--- src/rtl/conv_arb_pkg.sv ---
// Shared types and constants for the conv_arbiter block.
package conv_arb_pkg;

   // Width of one converter code {a,b,c,d}
   localparam int CODE_W = 4;

   typedef enum logic [1:0] {
      IDLE = 2'd0,
      WAIT = 2'd1,
      RESP = 2'd2
   } state_t;

endpackage

--- src/rtl/rr_pick.sv ---
// Combinational round-robin search: the first asserted request after the
// pointer position (wrapping modulo NREQ) wins.
module rr_pick #(
   parameter int NREQ = 4,
   parameter int IW   = $clog2(NREQ)
) (
   input  logic [NREQ-1:0] i_req_valid,
   input  logic [IW-1:0]   i_rr_ptr,
   output logic [NREQ-1:0] o_grant,
   output logic [IW-1:0]   o_idx,
   output logic            o_any
);

   // Walk ptr+1, ptr+2, ... ptr+NREQ and keep the first hit
   always_comb begin
      // NOTE: every output gets a default before the search so no path leaves it unassigned (no latch).
      o_grant = '0;
      o_idx   = '0;
      o_any   = 1'b0;
      for (int k = 1; k <= NREQ; k++) begin
         if (!o_any && i_req_valid[IW'((int'(i_rr_ptr) + k) % NREQ)]) begin
            o_any = 1'b1;
            o_grant[IW'((int'(i_rr_ptr) + k) % NREQ)] = 1'b1;
            o_idx = IW'((int'(i_rr_ptr) + k) % NREQ);
         end
      end
   end

endmodule

--- src/rtl/conv_arbiter.sv ---
// Round-robin arbiter sharing one combinational code converter among NREQ
// requesters. One transaction in flight: grant, hold conv_in for CONV_LAT
// cycles, capture conv_out, return it with the requester id.
// Optional build macro CONV_ARB_STATS_EN adds saturating per-requester grant
// counters on output grant_cnt.
module conv_arbiter
   import conv_arb_pkg::*;
#(
   parameter int NREQ     = 4,
   parameter int CONV_LAT = 1
`ifdef CONV_ARB_STATS_EN
   ,
   parameter int CNTW     = 8
`endif
) (
   input  logic                       clk,
   input  logic                       rst,
   input  logic [NREQ-1:0]            req_valid,
   input  logic [NREQ*CODE_W-1:0]     req_data,
   output logic [NREQ-1:0]            req_ready,
   output logic                       resp_valid,
   output logic [$clog2(NREQ)-1:0]    resp_id,
   output logic [CODE_W-1:0]          resp_data,
   input  logic                       resp_ready,
   output logic [CODE_W-1:0]          conv_in,
   input  logic [CODE_W-1:0]          conv_out,
`ifdef CONV_ARB_STATS_EN
   output logic [NREQ*CNTW-1:0]       grant_cnt,
`endif
   output logic                       busy
);

   localparam int IW  = $clog2(NREQ);
   localparam int WCW = (CONV_LAT > 1) ? $clog2(CONV_LAT) : 1;

   state_t              r_state;
   state_t              w_state_nxt;
   logic [IW-1:0]       r_rr_ptr;
   logic [IW-1:0]       r_id;
   logic [WCW-1:0]      r_wait_cnt;
   logic [CODE_W-1:0]   r_conv_in;
   logic                r_resp_valid;
   logic [IW-1:0]       r_resp_id;
   logic [CODE_W-1:0]   r_resp_data;

   logic [NREQ-1:0]     w_grant;
   logic [IW-1:0]       w_idx;
   logic                w_any;
   logic                w_accept;
   logic                w_done;
   logic                w_hs;
   logic [CODE_W-1:0]   w_code;

   rr_pick #(
      .NREQ (NREQ),
      .IW   (IW)
   ) u_rr_pick (
      .i_req_valid (req_valid),
      .i_rr_ptr    (r_rr_ptr),
      .o_grant     (w_grant),
      .o_idx       (w_idx),
      .o_any       (w_any)
   );

   // Select the winning requester's code
   always_comb begin
      w_code = '0;
      for (int i = 0; i < NREQ; i++) begin
         if (w_idx == IW'(i)) w_code = req_data[i*CODE_W +: CODE_W];
      end
   end

   // Next-state logic plus the combinational handshake outputs
   always_comb begin
      w_state_nxt = r_state;
      w_accept    = 1'b0;
      w_done      = 1'b0;
      w_hs        = 1'b0;
      req_ready   = '0;
      busy        = (r_state != IDLE);
      case (r_state)
         IDLE: begin
            if (w_any) begin
               req_ready   = w_grant;
               w_accept    = 1'b1;
               w_state_nxt = WAIT;
            end
         end
         WAIT: begin
            if (r_wait_cnt == '0) begin
               w_done      = 1'b1;
               w_state_nxt = RESP;
            end
         end
         RESP: begin
            if (resp_ready) begin
               w_hs        = 1'b1;
               w_state_nxt = IDLE;
            end
         end
         default: w_state_nxt = IDLE;
      endcase
   end

   // State register
   always_ff @(posedge clk) begin
      // NOTE: sequential state uses non-blocking assignments so all registers update from pre-edge values.
      if (rst) r_state <= IDLE;
      else     r_state <= w_state_nxt;
   end

   // Datapath: launch code, count hold cycles, capture and return result
   always_ff @(posedge clk) begin
      if (rst) begin
         r_rr_ptr     <= IW'(NREQ - 1);
         r_id         <= '0;
         r_wait_cnt   <= '0;
         r_conv_in    <= '0;
         r_resp_valid <= 1'b0;
         r_resp_id    <= '0;
         r_resp_data  <= '0;
      end else begin
         if (w_accept) begin
            r_conv_in  <= w_code;
            r_id       <= w_idx;
            r_wait_cnt <= WCW'(CONV_LAT - 1);
         end else if (r_state == WAIT && !w_done) begin
            r_wait_cnt <= r_wait_cnt - WCW'(1);
         end
         if (w_done) begin
            r_resp_data  <= conv_out;
            r_resp_id    <= r_id;
            r_resp_valid <= 1'b1;
         end
         if (w_hs) begin
            r_resp_valid <= 1'b0;
            r_rr_ptr     <= r_id;
         end
      end
   end

   assign conv_in    = r_conv_in;
   assign resp_valid = r_resp_valid;
   assign resp_id    = r_resp_id;
   assign resp_data  = r_resp_data;

`ifdef CONV_ARB_STATS_EN
   logic [CNTW-1:0] r_grant_cnt [NREQ];

   // Saturating per-requester accept counters
   always_ff @(posedge clk) begin
      // NOTE: this small counter bank is cleared by rst because its values are architectural; a RAM would not be.
      if (rst) begin
         for (int i = 0; i < NREQ; i++) r_grant_cnt[i] <= '0;
      end else if (w_accept && (r_grant_cnt[w_idx] != '1)) begin
         r_grant_cnt[w_idx] <= r_grant_cnt[w_idx] + CNTW'(1);
      end
   end

   for (genvar g = 0; g < NREQ; g++) begin : g_cnt_out
      assign grant_cnt[g*CNTW +: CNTW] = r_grant_cnt[g];
   end
`endif

endmodule

--- config.mk ---
export PLATFORM = sky130hd
export DESIGN_NAME = conv_arbiter
export DESIGN_NICKNAME = d
export VERILOG_FILES = /design/src/rtl/conv_arb_pkg.sv /design/src/rtl/rr_pick.sv /design/src/rtl/conv_arbiter.sv
export SDC_FILE = /design/constraint.sdc
export NUM_CORES = 1
export LEC_CHECK = 0
export ABC_AREA = 0
export CAP_MARGIN = 20
export CORE_ASPECT_RATIO = 0.7
export CORE_MARGIN = 5
export CORE_UTILIZATION = 43
export DETAILED_ROUTE_END_ITERATION = 10
export MAX_ROUTING_LAYER = met4
export PLACE_DENSITY = 0.8
export SYNTH_ARGS = -nofsm -noshare
export SYNTH_HDL_FRONTEND = slang
export SYNTH_SLANG_ARGS = --single-unit
--- constraint.sdc ---
create_clock -name clk -period 3 [get_ports clk]
set_clock_uncertainty 0.05 [all_clocks]
set_input_delay 0.3 -clock clk [delete_from_list [all_inputs] [get_ports clk]]
set_output_delay 0.3 -clock clk [all_outputs]
set_load 0.02 [all_outputs]
### Word level (Yosys, flattened, before mapping)

Index checks and enable logic that the tools add are counted.

* input port bits: 27
* RAM bits: 0
* memories kept: 0
* bits in latches: 0
* flip-flop bits (word level): 18
* output and inout bits: 16
* logic and storage cells: 98
* ROM bits: 0

* multiplexer cells: 48
* bitwise gates (word level): 3
* add/subtract/negate cells: 5
* div/mod/pow operators: 0
* shifts and indexed selects: 0
* reduce and logical (&&, ||, !) cells: 18
* multipliers: 0
* $lt $le $gt $ge: 8
* equality and inequality tests: 8

Operators with widths (count)
* two-way mux 4 bit: 10
* two-way mux 1 bit: 22
* < comparator 2 x 4 -> 1 bit (second input constant): 4
* two-way mux 2 bit: 7
* bitwise OR 4 bit: 3
* binary-select mux 1 bit (select 2 bit): 4
* demux 1 bit (select 2 bit): 4
* greater-or-equal comparator 2 x 1 -> 1 bit (second input constant): 4
* logical AND 1 bit: 8
* == test 2 bit (second input constant): 3
* one-hot mux 2 bit (3 select lines): 1
* adder 2 x 1 -> 2 bit (second input constant): 2
* adder 2 bit (second input constant): 2
* == test 2 x 1 -> 1 bit (second input constant): 2
* logical NOT 1 bit: 4
* logical NOT 2 bit: 2
* inequality test 2 bit (second input constant): 2
* OR reduction 2 bit: 2
* AND reduction 3 bit: 1
* inequality test 2 x 1 -> 1 bit (second input constant): 1
* nonzero test 2 bit: 1
* subtractor 1 bit (second input constant): 1

### Depth between registers and ports, before layout

Gate-level depths: netlist of the first run.

* depth after elaboration: 19
* mapped depth: 12
* gate-level depth less buffers: 8

### Hierarchy

Synthesis of the first run repeated with hierarchy kept, for this count alone.

* cell total of the unflattened synthesis: 140
* area total of the unflattened synthesis: 1336.3 um^2

By module, submodules not included
* conv_arbiter: cells an instance 77, area each 813.3 um^2, instances 1
* rr_pick: cells an instance 63, area each 523.0 um^2, instances 1

### Least setup slack after synthesis of the first run

No wires, ideal clock.

* kind: register -> register
* start point: reg r_rr_ptr[0]
* end point: reg r_conv_in[0] (netlist: conv_in[0])
* path buffers: 4
* setup time: 122 ps
* setup slack: 68 ps
* arrival: 2760 ps
* required time: 2828 ps
* stages on the path, launching flop included: 13
* cell sequence: dfxtp_1 buf_4 inv_2 buf_2 ha_1 buf_2 mux2i_1 mux2_2 buf_4 o21a_1 or3_1 o2111a_1 a221o_1

* word-level cells in the longest chain between the ends: 19
* elaborated cells on any way between the ends: 40
* those cells by class: add/sub: 4; eq/ne: 3; mux: 26; reduce/logical: 7

Ends and longest elaborated chain
* from (decl): line conv_arbiter.sv:38 `logic [IW-1:0] r_rr_ptr;`
* from (signal assigned): line conv_arbiter.sv:115 `r_rr_ptr <= IW'(NREQ - 1);`
* from (signal assigned): line conv_arbiter.sv:137 `r_rr_ptr <= r_id;`
* adder 2 x 1 -> 2 bit: line rr_pick.sv:21, rr_pick.sv:24
* binary-select mux 1 bit (select 2 bit): line rr_pick.sv:21 `if (!o_any && i_req_valid[IW'((int'(i_rr_ptr) + k) % NREQ)]) begin`
* two-way mux 1 bit (implied by the code) (2 in a row): line rr_pick.sv:21
* two-way mux 1 bit: line rr_pick.sv:21
* logical NOT 1 bit: line rr_pick.sv:21
* logical AND 1 bit: line rr_pick.sv:21
* two-way mux 1 bit: line rr_pick.sv:21
* logical NOT 1 bit: line rr_pick.sv:21
* logical AND 1 bit: line rr_pick.sv:21
* two-way mux 1 bit: line rr_pick.sv:21
* logical NOT 1 bit: line rr_pick.sv:21
* logical AND 1 bit: line rr_pick.sv:21
* two-way mux 2 bit: line rr_pick.sv:21
* logical NOT 2 bit: line conv_arbiter.sv:69 `if (w_idx == IW'(i)) w_code = req_data[i*CODE_W +: CODE_W];`
* two-way mux 4 bit (4 in a row): line conv_arbiter.sv:69
* to (signal assigned): line conv_arbiter.sv:124 `r_conv_in <= w_code;`
* to (decl): line conv_arbiter.sv:41 `logic [CODE_W-1:0] r_conv_in;`

Parallel ways exist; a longest one is shown, timed or not. The select of a mux whose other input is x is not followed.
A chain may end at the register's enable or synchronous reset.

### Worst setup path after layout of the first run

* start point: in req_valid[3]
* end point: out req_ready[3]

* word-level cells in the longest chain between the ends: 15
* elaborated cells on any way between the ends: 31
* those cells by class: mux: 22; bitwise: 3; reduce/logical: 6

Ends and longest elaborated chain
* from (decl): line conv_arbiter.sv:18 `input logic [NREQ-1:0] req_valid,`
* binary-select mux 1 bit (select 2 bit): line rr_pick.sv:21
* two-way mux 1 bit (implied by the code) (2 in a row): line rr_pick.sv:21
* two-way mux 1 bit: line rr_pick.sv:21
* logical NOT 1 bit: line rr_pick.sv:21
* logical AND 1 bit: line rr_pick.sv:21
* two-way mux 1 bit: line rr_pick.sv:21
* logical NOT 1 bit: line rr_pick.sv:21
* logical AND 1 bit: line rr_pick.sv:21
* two-way mux 1 bit: line rr_pick.sv:21
* logical NOT 1 bit: line rr_pick.sv:21
* logical AND 1 bit: line rr_pick.sv:21
* two-way mux 4 bit / two-way mux 1 bit (equally long branches): line rr_pick.sv:21
* two-way mux 4 bit (*): line conv_arbiter.sv:83 `if (w_any) begin`
* two-way mux 4 bit (*): line conv_arbiter.sv:81 `case (r_state)`
* to (decl): line conv_arbiter.sv:20 `output logic [NREQ-1:0] req_ready,`

Every way passes the cells marked *; elsewhere a longest branch is shown, timed or not. The select of a mux whose other input is x is not followed.

==> results of run 1 <==
-- critical path, delay by kind of cell --
kind	cells	cell delay, ns
buf+inv	3	0.99
compound gates	3	0.35
simple gates	2	0.28
mux	1	0.54
-- power groups by stage --
stage	Sequential (W)	Clock [W]	Combinational, W
2_1_floorplan	0.000306	0	0.000199
3_3_place_gp	0.000286	0	0.000367
3_5_place_dp	0.000286	0	0.000372
4_1_cts	0.000281	0.000206	0.000371
5_1_grt	0.000284	0.000213	0.000405
6_report	0.000281	0.000199	0.000373
-- layout by cell type, fill, tap and decap left out, types with 5 or more instances in the layout --
cell type	instances
dfxtp_1	18
nand2_1	11
o21ai_0	5
buf_4	21
mux2i_1	14
nor2_1	22
clkdlybuf4s50_1	38
inv_1	8
a21oi_1	17
ha_1	8
-- what timing repair did --
item | in CTS | in global routing
endpoints found under the hold margin | 0 | 0
hold buffers | 0 | 0
setup endpoints to repair | 4 | 1
resized for setup | 5 | 1
-- layout make-up --
class	instances	area (um^2)
inverter	9	33.78
tap	50	62.56
fill	322	1316
multi-input combinational	144	1090
clock buffer	4	55.05
sequential	18	360.3
timing repair buffer	63	573.1
-- worst max path at each step --
stage	start	endpoint	slack (ns)	cells after the start
2_1_floorplan	r_rr_ptr[0]$_SDFFE_PP1P_	conv_in[0]$_SDFFE_PP0P_	0.07	12
3_3_place_gp	req_valid[3]	req_ready[3]	-0.14	9
3_5_place_dp	req_valid[3]	req_ready[3]	-0.11	9
4_1_cts	req_valid[3]	req_ready[3]	0.15	9
5_1_grt	req_valid[2]	req_ready[3]	0.009	9
6_report	req_valid[3]	req_ready[3]	0.19	9
-- metrics by stage --
step	TNS (ns)	utilization (%)	total power [W]	setup WS (ns)	std cells
5_1_grt	0	62.29	0.0009009	0.008785	288
3_3_place_gp	-0.2905	60.57	0.0006524	-0.1375	284
6_report	0	62.29	0.0008524	0.1903	288
4_1_cts	0	62.22	0.0008581	0.1495	288
3_5_place_dp	-0.2815	60.57	0.0006584	-0.1113	284
2_1_floorplan	0	-	0.0005052	0.06817	183
-- logic make-up (layout without fill, tap and decap cells) --
group,Yosys count,after routing,share of synthesized area (%)
simple gates,62,62,22.02
compound gates,53,53,25.37
mux,21,21,16.48
buf+inv,21,76,6.117
flops,18,18,23.49
fa+ha+maj,8,8,6.526
-- flip-flops by register name, indices dropped and copies added, names as in the netlist --
signal and flops:
conv_in 4, r_id 2, r_rr_ptr 2, r_state 2, r_wait_cnt 1, resp_data 4
resp_id 2, resp_valid 1
-- routing by layer --
metal	wire length, um	track usage (%)	vias to the layer above
met3	311	5.723	4
met1	2197	26.39	735
met4	21	2.892	0
met5	0	-	-
met2	1809	27.96	45
li1	-	-	787
==> impl_metrics.tcl, run 1 <==
set metrics [dict create \
    cp_data_arrival_time_ns 2.46 \
    drt_iter0_drc 54 \
    share_comb_of_total_power_pct 43.7 \
    wl_per_cell_um 15.07 \
    ant_nets 0 \
    ys_seq_elements 18 \
    area_of_the_core_region_um2 3491 \
    slowest_delay_ns 0.54 \
    clkSinkCount 18 \
    std_cell_rows 18 \
    port-buffer-count 42 \
    slew_headroom_pct 52.62 \
    clock_insertion_delay_worst_skew_ns 0.26 \
    cellPowerDensity_nw_per_um2 392.0 \
    fmax_mhz 355.9 \
    gr-total-overflow 0 \
    yosys-top-cells-count "22 x nor2_1, 18 x dfxtp_1, 17 x a21oi_1" \
    place.gp.congestion 0.9438 \
    worst_hold_startpoint "conv_in[1]$_SDFFE_PP0P_" \
    run_status "complete, no violations" \
    critPathRequiredTime_ns 2.65 \
    floorplan.die_area_um2 4881 \
    synth_area_leaders "dfxtp_1 23%, mux2i_1 9.1%, ha_1 6.5%, a21oi_1 5.5%, nor2_1 5.4%" \
    initial_antenna_violation_count 0 \
    layout_worst_path_cycle_share_pct 93.66 \
    clock_pin_slew_on_the_worst_setup_and_hold_paths_ns 0.07 \
    syn_area_per_cell_um2 8.382 \
    clk_path_buf_depth 2 \
    seqPwrFrac_pct 32.9 \
    synthToLayoutAreaGrowth_pct 41.76 \
    num_vias 1571 \
    grt_pass1_wl_um 6955 \
    critical_path.max_fanout 5 \
    postLayoutCellArea_um2 2175 \
    cpMaxStageDelayCell "mux4_2" \
    cts_tree "done" \
    synth_cell_types 47 \
    post-synth-top-count-cell "nor2_1" \
    reg2reg_capture_point "conv_in[1]$_SDFFE_PP0P_" \
    chipHeight_um 59.97 \
    cts_root_cell "clkbuf_8" \
    sequential_share_of_the_synthesized_area_pct 23.49 \
    worstRegToRegCells 9 \
    most_area_hungry_cell_type_in_the_yosys_netlist "dfxtp_1" \
    first_pass_iters 4 \
    drc 0 \
    maximum_number_of_pins_on_one_net_before_global_route_repair 17 \
    yosysWarningCount 0 \
    post_synth_inst_count 183 \
    worstReg2RegStart "r_rr_ptr[1]$_SDFFE_PP1P_" \
    hold_viol 0 \
    power.static_leakage_nw 0.9039 \
    switching_share_pct 33.63 \
    cp_cell_sequence "clkdlybuf4s50_1 -> buf_4 -> mux4_2 -> nor2b_2 -> nand3_1 -> o21ai_0 -> a32oi_1 -> a21oi_1 -> dlygate4sd2_1" \
    syn_nets 218 \
    min_period_ns 2.810 \
    setup.reg_to_reg.worst_slack_ns 0.28 \
    p_int_w 0.0005658 \
    final_layout_size_suffix_gt1_share_pct 18.07 \
    ant_diodes 0 \
    report.final.slew_viol_count 0 \
    clock_power_share_pct 23.3 \
    max_slew.worst_pin.slew_ns 0.7080 \
    timing.critical_path.to_type "primary output" \
    worst_hold_slack_ns 0.4377 \
    clock_h_tree_levels 1 \
    synthDominantCellAreaShare_pct 23.49 \
    avgViaCountPerCell 5.455 \
    synth_edf_count 0 \
    async_flop_share_pct 0 \
    grt.total_usage_pct 19.11 \
    synth_ff_type "dfxtp_1" \
    min_delay_worst_endpoint "conv_in[1]$_SDFFE_PP0P_" \
    drt_wl_total_um 4340 \
    synthesis.area_um2 1534 \
    dp_area_um2 2115 \
    rsz0062_at_grt "no" \
    fp.dieW_um 81.39 \
    power.switching_w 0.0002867 \
    cts_post_setup_buffers_inserted 0 \
    critPathLaunchType "input pin" \
    initial_utilization_pct 43.94 \
    timing.final.setup_violations 0 \
    number_of_global_route_vias_before_repair 1483 \
    floorplan.io_pins 43 \
    net_total_in_the_final_layout 274 \
    crit_type "in2out" \
    holdCritPathClass "reg2reg" \
    timing.hold.worst_path_depth 1 \
    maxCapViolCount 0 \
    cts_made_buffers 3 \
    post_dp_hpwl_um 3256 \
    worst_ir_drop_vdd_uv 272.7 \
]
(Power assumes the default switching activity.)
==> run 2: changes to the inputs <==
--- a/config.mk
+++ b/config.mk
@@ -11,8 +11,10 @@
 export CORE_MARGIN = 5
-export CORE_UTILIZATION = 43
+export CORE_UTILIZATION = 41
 export DETAILED_ROUTE_END_ITERATION = 10
+export GPL_TIMING_DRIVEN = 1
 export MAX_ROUTING_LAYER = met4
-export PLACE_DENSITY = 0.8
+export PLACE_DENSITY = 0.79
 export SYNTH_ARGS = -nofsm -noshare
 export SYNTH_HDL_FRONTEND = slang
+export SYNTH_HIERARCHICAL = 1
 export SYNTH_SLANG_ARGS = --single-unit
==> constraint.sdc (replaced) <==
create_clock -name clk -period 3 [get_ports clk]
set_clock_uncertainty 0.05 [all_clocks]
set_input_delay 0.6 -clock clk [delete_from_list [all_inputs] [get_ports clk]]
set_output_delay 0.6 -clock clk [all_outputs]
set_load 0.02 [all_outputs]
==> run 2 against run 1 <==
  * Via count fell by 18%
  * Sequential power barely moved
  * Hold slack barely moved
  * Design area fell by 9.5%
  * Utilization rose by 0.23 points
  * Setup slack got worse by 0.11 ns
  * Register-to-register slack barely moved
  * Fmax fell by 3.8%
  * Largest power group unchanged
  * Highest routed layer unchanged
==> impl_metrics.tcl, run 2 <==
set metrics [dict create \
    setup_slack_ns 0.07970 \
    clock_insertion_delay_worst_skew_ns 0.25 \
    min_period_ns 2.920 \
    worst_hold_slack_ns 0.4375 \
    ys_seq_elements 18 \
    rsz0062_at_grt "no" \
    layout.cells.most_common_list "34 x clkdlybuf4s50_1, 22 x buf_4, 21 x nor2_1" \
    worst_ir_drop_vdd_uv 240.8 \
    slew_headroom_pct 61.84 \
    yosys-top-cells-count "21 x nor2_1, 19 x mux2i_1, 18 x dfxtp_1" \
    num_vias 1290 \
    run_status "complete, no violations" \
    post_synth_inst_count 140 \
    switching_share_pct 31.16 \
    hold_viol 0 \
    number_of_global_route_vias_before_repair 1313 \
    port-buffer-count 42 \
    synthToLayoutAreaGrowth_pct 47.28 \
    gr-total-overflow 0 \
    layout_worst_path_cycle_share_pct 97.34 \
    std_cell_rows 17 \
    power.switching_w 0.0002553 \
    fmax_mhz 342.4 \
    async_flop_share_pct 0 \
    setup.reg_to_reg.worst_slack_ns 0.29 \
    drt_wl_total_um 3744 \
    chipHeight_um 57.77 \
    floorplan.die_area_um2 4519 \
    clock_h_tree_levels 1 \
    report.final.slew_viol_count 0 \
    initial_antenna_violation_count 0 \
    area_of_the_core_region_um2 3148 \
    synth_ff_type "dfxtp_1" \
    max_slew.worst_pin.slew_ns 0.5711 \
    p_int_w 0.0005642 \
    post_dp_hpwl_um 2987 \
    grt.total_usage_pct 17.28 \
    post-route-util_pct 62.52 \
    syn_area_per_cell_um2 9.545 \
    avgViaCountPerCell 5.466 \
    cts_root_cell "clkbuf_8" \
    place.gp.congestion 0.8395 \
    final_cells 236 \
    cts_made_buffers 3 \
    dp_slack_ns -0.5354 \
    cellPowerDensity_nw_per_um2 416.4 \
    finalSetupTns_ns 0 \
    maxCapViolCount 0 \
    critical_path.max_fanout 6 \
    holdCritPathClass "reg2reg" \
    first_pass_iters 4 \
    critPathRequiredTime_ns 2.35 \
    clock_pin_slew_on_the_worst_setup_and_hold_paths_ns 0.07 \
    maximum_number_of_pins_on_one_net_before_global_route_repair 19 \
    net_total_in_the_final_layout 234 \
    syn_nets 175 \
    wl_per_cell_um 15.86 \
    seqPwrFrac_pct 34.0 \
    crit_type "in2out" \
    timing.final.setup_violations 0 \
    clock_power_share_pct 23.9 \
    cp_data_arrival_time_ns 2.27 \
    clk_path_buf_depth 2 \
    synth_cell_types 39 \
    ant_nets 0 \
    drc 0 \
    clkSinkCount 18 \
    ant_diodes 0 \
    fp.dieW_um 78.24 \
    final_layout_size_suffix_gt1_share_pct 22.73 \
    share_comb_of_total_power_pct 42.1 \
    grt_pass1_wl_um 5968 \
    synthDominantCellAreaShare_pct 26.97 \
    place_inst 231 \
    synth_area_leaders "dfxtp_1 27%, mux2i_1 14%, mux4_2 12%, ha_1 7.5%, nor2_1 5.9%" \
    hold_buffers 0 \
    most_common_cell_after_layout_fill_and_taps_aside "clkdlybuf4s50_1" \
    critPathLaunchType "input pin" \
    post-synth-top-count-cell "nor2_1" \
    cts_tree "done" \
    synth_edf_count 0 \
    floorplan.io_pins 43 \
    synthesis.area_um2 1336 \
    yosysWarningCount 6 \
    sequential_share_of_the_synthesized_area_pct 26.97 \
    power.static_leakage_nw 0.8642 \
    drt_iter0_drc 66 \
    initial_utilization_pct 42.45 \
    most_area_hungry_cell_type_in_the_yosys_netlist "dfxtp_1" \
    timing.critical_path.to_type "primary output" \
]
run 2: changes by cell type after synthesis, sizes merged, moves of 3 or more:
cell / delta
nand2: -5
o32ai: -4
a221o: -4
inv: -5
mux2i: +5
mux2: -3
mux4: +5
and2: +3
a21oi: -13
run 2: worst paths after layout:
check	to	cells past startpoint	start
worst min-delay path	resp_valid$_SDFFE_PP0P_	2	resp_valid$_SDFFE_PP0P_
worst min register to register	resp_valid$_SDFFE_PP0P_	2	resp_valid$_SDFFE_PP0P_
worst max register to register	conv_in[0]$_SDFFE_PP0P_	10	r_rr_ptr[0]$_SDFFE_PP1P_
worst max-delay path	req_ready[0]	7	req_valid[0]
run 2: metal layers:
metal / vias to the layer above / track usage [%] / part of all wire [%]
li1: 617 / - / -
met1: 619 / 19.87 / 42
met2: 50 / 32.07 / 51
met3: 4 / 2.484 / 5.6
met4: 0 / 3.990 / 0.93
met5: - / - / 0
run 2: worst max-delay path, stage by stage:
cell and delay (ns):
dlygate4sd2_1 0.29, mux4_2 0.53, buf_4 0.18, a22oi_1 0.18, a21oi_1 0.09, and2_1 0.15, clkdlybuf4s15_2 0.25
run 2: area by class of cell:
cell class / instances / area, um^2
Fill cell: 262 / 1180
Multi-Input combinational cell: 108 / 922.1
Timing Repair Buffer: 64 / 568.0
Sequential cell: 18 / 360.3
Clock buffer: 4 / 55.05
Tap cell: 38 / 47.55
Inverter: 4 / 15.01
run 2: logic make-up after synthesis:
family,Yosys count,share of synthesized area (%)
AOI/OAI and AO/OA,23,12.08
adders and majority gates,8,7.491
buffers and inverters,14,5.898
DFF,18,26.97
muxes,28,28.84
and+or+nand+nor,49,18.73
run 2: stage by stage:
| step | area [um^2] | power (W) |
|---|---|---|
| after global routing | 1968 | 0.0008588 |
| after detailed placement | 1898 | 0.0006244 |
| final | 1968 | 0.0008196 |
| after CTS | 1954 | 0.0008204 |
| after global placement | 1898 | 0.0006112 |
| after floorplan | 1336 | 0.0004804 |
run 2: timing repair:
action | in CTS | in global routing
gates resized for setup | 21 | 3
setup endpoints to repair | 4 | 2
pin swaps | 0 | 0
buffers inserted | 1 | 0
cloned | 0 | 0
run 2: power groups by stage:
stage | Clock, W | Sequential (W) | Combinational, W
CTS | 0.000199 | 0.000279 | 0.000343
global placement | 0 | 0.000282 | 0.000329
detailed placement | 0 | 0.000284 | 0.000341
global route | 0.000209 | 0.000282 | 0.000368
finish | 0.000196 | 0.000279 | 0.000345
floorplan | 0 | 0.000296 | 0.000184
